--- src/rtl/seg7_pkg.sv ---
// Shared definitions for the 4-digit seven-segment scan driver:
// digit count, segment bit positions, pattern type and output polarity helper.
package seg7_pkg;

    localparam int unsigned NUM_DIGITS = 32'd4;

    localparam int unsigned SEG_A  = 32'd0;
    localparam int unsigned SEG_B  = 32'd1;
    localparam int unsigned SEG_C  = 32'd2;
    localparam int unsigned SEG_D  = 32'd3;
    localparam int unsigned SEG_E  = 32'd4;
    localparam int unsigned SEG_F  = 32'd5;
    localparam int unsigned SEG_G  = 32'd6;
    localparam int unsigned SEG_DP = 32'd7;

    typedef logic [7:0] seg_pat_t;

    // Convert an active-high pattern (1 = lit/enabled) to the board's drive level.
    function automatic seg_pat_t apply_pol(input seg_pat_t val, input logic active_low);
        seg_pat_t res;
        if (active_low) begin
            res = ~val;
        end else begin
            res = val;
        end
        return res;
    endfunction

endpackage

--- src/rtl/tick_div.sv ---
// Parameterised prescaler: counts 0..DIV-1 and flags the terminal count
// with a one-cycle tick; the running count is exported for slot-start decode.
module tick_div #(
    parameter int unsigned DIV = 32'd6250,
    localparam int unsigned CW = (DIV > 32'd1) ? $clog2(DIV) : 32'd1
) (
    input  logic          clk,
    input  logic          rst,
    output logic          tick,
    output logic [CW-1:0] cnt
);

    localparam logic [CW-1:0] TERM = CW'(DIV - 32'd1);
    localparam logic [CW-1:0] ONE  = CW'(32'd1);

    logic [CW-1:0] cnt_r;

    // Free-running prescale counter, wrapping at the terminal count
    always_ff @(posedge clk or posedge rst) begin
        if (rst) begin
            cnt_r <= {CW{1'b0}};
        end else if (cnt_r == TERM) begin
            cnt_r <= {CW{1'b0}};
        end else begin
            cnt_r <= cnt_r + ONE;
        end
    end

    assign tick = (cnt_r == TERM);
    assign cnt  = cnt_r;

endmodule

--- src/rtl/seg7_scan.sv ---
// Time-multiplexed 4-digit seven-segment driver with frame-coherent shadows,
// per-digit blank/blink and 8-level PWM brightness.
module seg7_scan
    import seg7_pkg::*;
#(
    parameter int unsigned SUB_DIV    = 32'd6250,
    parameter bit          ACTIVE_LOW = 1'b1
) (
    input  logic        clk,
    input  logic        rst,
    input  logic [31:0] seg7_num,
    input  logic [3:0]  blank_mask,
    input  logic [3:0]  blink_mask,
    input  logic [2:0]  bright,
    output logic [7:0]  seg,
    output logic [3:0]  an,
    output logic        frame
);

    localparam int unsigned CW        = (SUB_DIV > 32'd1) ? $clog2(SUB_DIV) : 32'd1;
    localparam seg_pat_t    OFF_LEVEL = ACTIVE_LOW ? 8'hFF : 8'h00;

    logic          sub_tick_s;
    logic [CW-1:0] sub_cnt_s;

    logic [2:0]  phase_r;
    logic [1:0]  digit_r;
    logic [4:0]  frame_cnt_r;
    logic [2:0]  bright_q_r;
    logic [31:0] shadow_num_r;
    logic [3:0]  shadow_blank_r;
    logic [3:0]  shadow_blink_r;

    logic        slot_start_s;
    logic        frame_start_s;
    logic        lit_s;
    seg_pat_t    seg_next_s;
    logic [3:0]  an_next_s;
    seg_pat_t    seg_pol_s;
    seg_pat_t    an_pol_s;

    seg_pat_t    seg_r;
    logic [3:0]  an_r;
    logic        frame_r;

    tick_div #(.DIV(SUB_DIV)) u_tick_div (
        .clk  (clk),
        .rst  (rst),
        .tick (sub_tick_s),
        .cnt  (sub_cnt_s)
    );

    // All counters at zero marks a frame start, including the first cycle out of reset.
    assign slot_start_s  = (sub_cnt_s == {CW{1'b0}}) && (phase_r == 3'd0);
    assign frame_start_s = slot_start_s && (digit_r == 2'd0);

    // PWM phase within a slot and the digit being scanned
    always_ff @(posedge clk or posedge rst) begin
        if (rst) begin
            phase_r <= 3'd0;
            digit_r <= 2'd0;
        end else if (sub_tick_s) begin
            phase_r <= phase_r + 3'd1;
            if (phase_r == 3'd7) begin
                digit_r <= digit_r + 2'd1;
            end
        end
    end

    // Frame-coherent shadows, blink frame counter and per-slot brightness sample
    always_ff @(posedge clk or posedge rst) begin
        if (rst) begin
            shadow_num_r   <= 32'h0000_0000;
            shadow_blank_r <= 4'b0000;
            shadow_blink_r <= 4'b0000;
            frame_cnt_r    <= 5'd0;
            bright_q_r     <= 3'd0;
        end else begin
            if (frame_start_s) begin
                shadow_num_r   <= seg7_num;
                shadow_blank_r <= blank_mask;
                shadow_blink_r <= blink_mask;
                frame_cnt_r    <= frame_cnt_r + 5'd1;
            end
            if (slot_start_s) begin
                bright_q_r <= bright;
            end
        end
    end

    // Lit decision (phase 0 is dead time) and active-high pattern select
    always_comb begin
        seg_next_s = 8'h00;
        an_next_s  = 4'b0000;
        lit_s      = (phase_r != 3'd0) && (phase_r <= bright_q_r) &&
                     !shadow_blank_r[digit_r] &&
                     !(shadow_blink_r[digit_r] && frame_cnt_r[4]);
        if (lit_s) begin
            seg_next_s = shadow_num_r[{digit_r, 3'b000} +: 8];
            an_next_s  = 4'b0001 << digit_r;
        end else begin
            seg_next_s = 8'h00;
            an_next_s  = 4'b0000;
        end
        seg_pol_s = apply_pol(seg_next_s, ACTIVE_LOW);
        an_pol_s  = apply_pol({4'b0000, an_next_s}, ACTIVE_LOW);
    end

    // Output registers at drive polarity; reset forces the display dark at once
    always_ff @(posedge clk or posedge rst) begin
        if (rst) begin
            seg_r   <= OFF_LEVEL;
            an_r    <= OFF_LEVEL[3:0];
            frame_r <= 1'b0;
        end else begin
            seg_r   <= seg_pol_s;
            an_r    <= an_pol_s[3:0];
            frame_r <= frame_start_s;
        end
    end

    assign seg   = seg_r;
    assign an    = an_r;
    assign frame = frame_r;

endmodule

--- config.mk ---
export PLATFORM = sky130hd
export DESIGN_NAME = seg7_scan
export DESIGN_NICKNAME = d
export VERILOG_FILES = /design/src/rtl/seg7_pkg.sv /design/src/rtl/tick_div.sv /design/src/rtl/seg7_scan.sv
export SDC_FILE = /design/constraint.sdc
export NUM_CORES = 1
export LEC_CHECK = 0
export CAP_MARGIN = 20
export CORE_MARGIN = 2
export CORE_UTILIZATION = 40
export DETAILED_ROUTE_END_ITERATION = 8
export SLEW_MARGIN = 10
export SYNTH_ARGS = -nofsm -noshare
export SYNTH_HDL_FRONTEND = slang
export SYNTH_SLANG_ARGS = --single-unit
--- constraint.sdc ---
create_clock -name clk -period 3.3 [get_ports clk]
set_clock_uncertainty 0.1 [all_clocks]
set_input_delay 0.66 -clock clk [delete_from_list [all_inputs] [get_ports clk]]
set_output_delay 0.66 -clock clk [all_outputs]
set_load 0.02 [all_outputs]
# After elaboration in Yosys (flattened, before gate mapping)
# Cells that the tools add are included.
[classes]
shift = 2
n_reduce_logical = 13
addsub = 4
muxes = 7
order_cmp = 2
eq_ne = 2
bitwise = 2
[ops]
columns = ["op", "n"]
rows = [
  ["$shiftx A32 B6 Y8", 1],
  ["$add A13 B1 Y13 const B", 1],
  ["$eq A13 B13 Y1 const B", 1],
  ["$logic_not A13 Y1", 1],
  ["$mux W13", 1],
  ["$mux W8", 1],
  ["$not A8 Y8", 1],
  ["$logic_and A1 B1 Y1", 6],
  ["$add A5 B1 Y5 const B", 1],
  ["$bmux W1 S2", 2],
  ["$mux W4", 1],
  ["$not A4 Y4", 1],
  ["$shl A1 B2 Y4 const A", 1],
  ["$add A3 B1 Y3 const B", 1],
  ["$eq A3 B3 Y1 const B", 1],
  ["$le A3 B3 Y1", 1],
  ["$logic_not A3 Y1", 1],
  ["$lt A2 B3 Y1 const B", 1],
  ["$reduce_bool A3 Y1", 1],
  ["$add A2 B1 Y2 const B", 1],
  ["$logic_not A1 Y1", 2],
  ["$logic_not A2 Y1", 1],
  ["$mux W1", 2],
  ["$reduce_and A2 Y1", 1],
]
[totals]
inputBits = 45
output_inout_bits = 13
register_bits = 79

# Longest topological paths before layout
[depth]
ltp_word = 7
ltp_mapped = 8
depth_no_buf = 6

# Hierarchy
# Synthesis repeated with hierarchy kept, for this count alone.
[hier_totals]
hier_cells = 338
area_unflattened_um2 = 3539.6
[by_module_without_submodules]
columns = ["module", "seq_area_each_um2", "instances", "area_per_inst_um2", "cells_each"]
rows = [
  ["seg7_scan", 1666.6, 1, 2899.0, 276],
  ["tick_div", 325.3, 1, 640.6, 62],
]

# Worst setup path before layout
# No wires, ideal clock.
[synth_timing]
path_kind = "register to register"
start = "register digit_r[0]"
end = "register shadow_blank_r[0]"
path_buffers = 2
stages_incl_launch_ff = 8
setup_time_ns = 0.125
arrival_ns = 2.484
path_slack_ns = 0.591
required_ns = 3.075
path_cell_list = "dfrtp_1 buf_1 inv_1 ha_1 or3b_2 nor4_4 buf_6 mux2_2"
[synth_between]
elab_chain_cells = 2
[synth_lines]
columns = ["element", "line", "text"]
rows = [
  ["start, declared", "seg7_scan.sv:27", "logic [1:0] digit_r;"],
  ["start signal, assigned", "seg7_scan.sv:65", "digit_r <= digit_r + 2'd1;"],
  ["$logic_not A2 Y1", "seg7_scan.sv:55", "assign frame_start_s = slot_start_s && (digit_r == 2'd0);"],
  ["$logic_and A1 B1 Y1", "seg7_scan.sv:55", ""],
  ["end signal, assigned", "seg7_scan.sv:81", "shadow_blank_r <= blank_mask;"],
  ["end, declared", "seg7_scan.sv:31", "logic [3:0] shadow_blank_r;"],
]
# No other way between the ends.
# A chain may end at the register's enable or synchronous reset.

# Worst setup path in the final report
[layout_timing]
start = "register phase_r[0]"
end = "register shadow_num_r[5]"
[layout_between]
elab_chain_cells = 3
[layout_lines]
columns = ["element", "line", "text"]
rows = [
  ["start, declared", "seg7_scan.sv:26", "logic [2:0] phase_r;"],
  ["start signal, assigned", "seg7_scan.sv:63", "phase_r <= phase_r + 3'd1;"],
  ["$logic_not A3 Y1", "seg7_scan.sv:54", "assign slot_start_s = (sub_cnt_s == {CW{1'b0}}) && (phase_r == 3'd0);"],
  ["$logic_and A1 B1 Y1", "seg7_scan.sv:54", ""],
  ["$logic_and A1 B1 Y1", "seg7_scan.sv:55", ""],
  ["end signal, assigned", "seg7_scan.sv:80", "shadow_num_r <= seg7_num;"],
  ["end, declared", "seg7_scan.sv:30", "logic [31:0] shadow_num_r;"],
]
# No other way between the ends.

==> metrics.txt <==
initial drt markers 40; drc violations 0; Post-Syn Area about 3500 um2; fin crit period 2.464 ns; ANT nets after route 0; post-synthesis register bit count slightly below 80; Area Overhead vs Synth 27.16%; Die Ht about 100 um; prevailing post-synth register cell dfrtp_1; CP Capture Type flop; first-pass GRT wire length 11270 um; r2r startpoint phase_r[0]; Switching Share approximately 20%; post-cts sizing count 0; Clock Power Share between 40% and 50%; internal power about 1.6 mW; family with the most delay on the worst path simple AND/OR/NAND/NOR gates; number of enable flip-flop cells after synthesis 0; Setup CP Type reg -> reg; clock insertion delay at the later pin of the skew report approximately 0.35 ns; drt pass-1 iters 4; HPWL after DPL roughly 4500 um; HP Class reg -> reg; CP max FO 29; Max-Cap Viols 0; Vias ~2100; Distinct cells, synth 31; Seq pwr share 51.0%; Starting Density 40.65%; Ant. Diodes 0; vias in the first global route about 2200; Area contributors post-synth dfrtp_1 48%, mux2_2 15%, dfstp_2 9.0%; Post-Syn Instances about 250; Hold Path Origin frame_cnt_r[3]; CTS tree built; Post-Route WL ~6600 um; crit-path max cell delay 0.54 ns; Max transition margin 71.06%; Final period util 74.67%; syn_area_per_cell between 10 and 15 um2; status completed; clock buffer depth 2; vias per cell 4.955; cell taking the most area after synthesis dfrtp_1; reg-to-reg endpoint shadow_num_r[5]; CTS sink cnt just under 80; cells on worst reg2reg path 6; hold endpoint frame_cnt_r[3]; RSZ-0062 raised after global routing no; worst vdd ir between 200 and 250 uV; total track usage 15.22%; I/O pins a little under 60; clk slew on worst S/H paths ~0.080 ns; Root Driver clkbuf_8; setup TNS 0 ns; Placement Cell Area roughly 4200 um2; worst path buffer plus inverter count 2; Setup crit start kind flop; leakage 1.841 nW; Post-CTS Hold Fix Bufs 0; layout cells sized above 1 between 30 and 40%; H-tree Lvls 3; Final nets approximately 370; Worst-Margin Slew around 0.43 ns; initial antenna violation count 0; Final Hold Vio Count 0; worst-path cell chain inv_1, ha_1, or4bb_1, nor4_4, buf_4, mux2_2; total setup buffers inserted after CTS 0; CTS Buf Count 9; core area around 8600 um2; Final Setup Violations 0; port buffer count 57; largest net degree at the start of global routing 80; syn nets slightly above 300; Combinational Power Share under 10%; die width 97.69 um; FFs w/ async S/R, synth 100.0%; Row Count 34; Die ar. 9542 um2; achievable frequency a little over 400 MHz; area share of the largest cell type after synthesis 47.75%; Overflow after GRT 0; slowest cell on the critical path or4bb_1; hold path cells 1; Final Cell Area 4464 um2; Reg2Reg Setup Slack 0.84 ns; sequential share of the synthesized area between 50% and 60%; synth warn 0; WL/cell 15.58 um; Cell Pwr Density ~440 nW/um2; Required @ worst endpoint around 3.4 ns; crit path DAT approximately 2.6 ns; NetSw 0.4017 mW; Final GP Congestion ~0.74; Slew Viols, Final 0
## cells by family (layout without fill, tap and decap cells)
| group | after synthesis | count (layout) | synth area share [%] |
|---|---|---|---|
| flip-flops | 79 | 79 | 56.74 |
| multiplexers | 57 | 57 | 21.49 |
| AND/OR/NAND/NOR | 54 | 54 | 8.946 |
| buffers and inverters | 22 | 94 | 3.207 |
| XOR/XNOR | 15 | 15 | 3.742 |
| adder cells (fa/ha/maj) | 14 | 14 | 4.989 |
| AO/OA/AOI/OAI | 5 | 5 | 0.8909 |
## per-layer routing
layer	global-route usage (%)	wire (um)
met1	19.57	2995
met2	24.83	3368
met3	4.820	266
met4	4.487	9
met5	0	0
## synthesized netlist by cell type, drive strengths merged, types with 3 or more instances
| library cell | instances |
|---|---|
| xnor2 | 9 |
| nand2 | 6 |
| nor2 | 10 |
| o21ai | 3 |
| dfrtp | 67 |
| clkbuf | 3 |
| buf | 6 |
| nand3 | 16 |
| mux4 | 10 |
| nor4 | 3 |
| xor2 | 6 |
| inv | 13 |
| ha | 14 |
| nand4 | 6 |
| or4 | 3 |
| dfstp | 12 |
| mux2 | 47 |
## cells in the final DEF (no fill, tap or decap), types with 2 or more instances in the layout
cell type        instances
inv_1                   12
clkbuf_8                 9
o21ai_0                  2
nor2b_1                  2
nor2_1                  10
nor3_1                   2
mux2_2                  47
or4_1                    2
mux4_2                  10
clkdlybuf4s50_1         57
nand3_1                 16
xor2_1                   6
bufinv_16                3
dfstp_2                 12
ha_1                    14
dfrtp_1                 67
nand2_1                  6
nand4_1                  6
clkbuf_1                 2
xnor2_1                  9
buf_4                    7
## power groups by stage
| stage | sequential [mW] | combinational [mW] | clock [mW] |
|---|---|---|---|
| 2_1_floorplan | 1.02 | 0.0506 | 0 |
| 3_3_place_gp | 1.03 | 0.116 | 0 |
| 3_5_place_dp | 1.03 | 0.118 | 0 |
| 4_1_cts | 1.01 | 0.118 | 0.884 |
| 5_1_grt | 1.01 | 0.127 | 0.934 |
| 6_report | 1.01 | 0.115 | 0.855 |
## state kept, by name, summed over array words and instances, names as in the netlist, 3 cells and up
name	flops
phase_r	3
u_tick_div.cnt	13
seg	8
bright_q_r	3
shadow_blink_r	4
shadow_num_r	32
frame_cnt_r	5
an	4
shadow_blank_r	4
## worst reg2reg max path, cell delays in order, from the launching register on
cell and delay, ns:
dfrtp_1 0.39, inv_1 0.12, ha_1 0.18, or4bb_1 0.54, nor4_4 0.24, buf_4 0.39
mux2_2 0.39
## per-stage QoR
stage | cells | hold slack [ns] | util (%) | worst slack [ns] | total power [mW]
floorplan | 246 | 0.3461 | - | 0.5365 | 1.072
global placement | 410 | 0.3626 | 48.94 | 0.8869 | 1.142
detailed placement | 410 | 0.3755 | 48.94 | 0.8220 | 1.145
CTS | 426 | 0.3866 | 51.70 | 0.8030 | 2.011
global route | 426 | 0.4000 | 51.70 | 0.6694 | 2.073
finish | 426 | 0.3828 | 51.70 | 0.8360 | 1.978
## worst max path at each step
| stage | start | end | cells after the start |
|---|---|---|---|
| 5_1_grt | phase_r[0] | shadow_num_r[5] | 6 |
| 6_report | phase_r[0] | shadow_num_r[5] | 6 |
| 2_1_floorplan | rst | bright_q_r[0] | 1 |
| 4_1_cts | phase_r[0] | shadow_num_r[29] | 6 |
| 3_3_place_gp | phase_r[0] | shadow_num_r[23] | 6 |
| 3_5_place_dp | phase_r[0] | shadow_num_r[29] | 6 |
## layout make-up
type,instances,area [um2]
fill,746,4172
sequential,79,1992
multi-input combinational,145,1406
timing repair buffer,65,643.1
tap,108,135.1
clock buffer,11,131.4
clock inverter,5,106.4
inverter,13,50.05
Power figures use the tool's default switching activity.
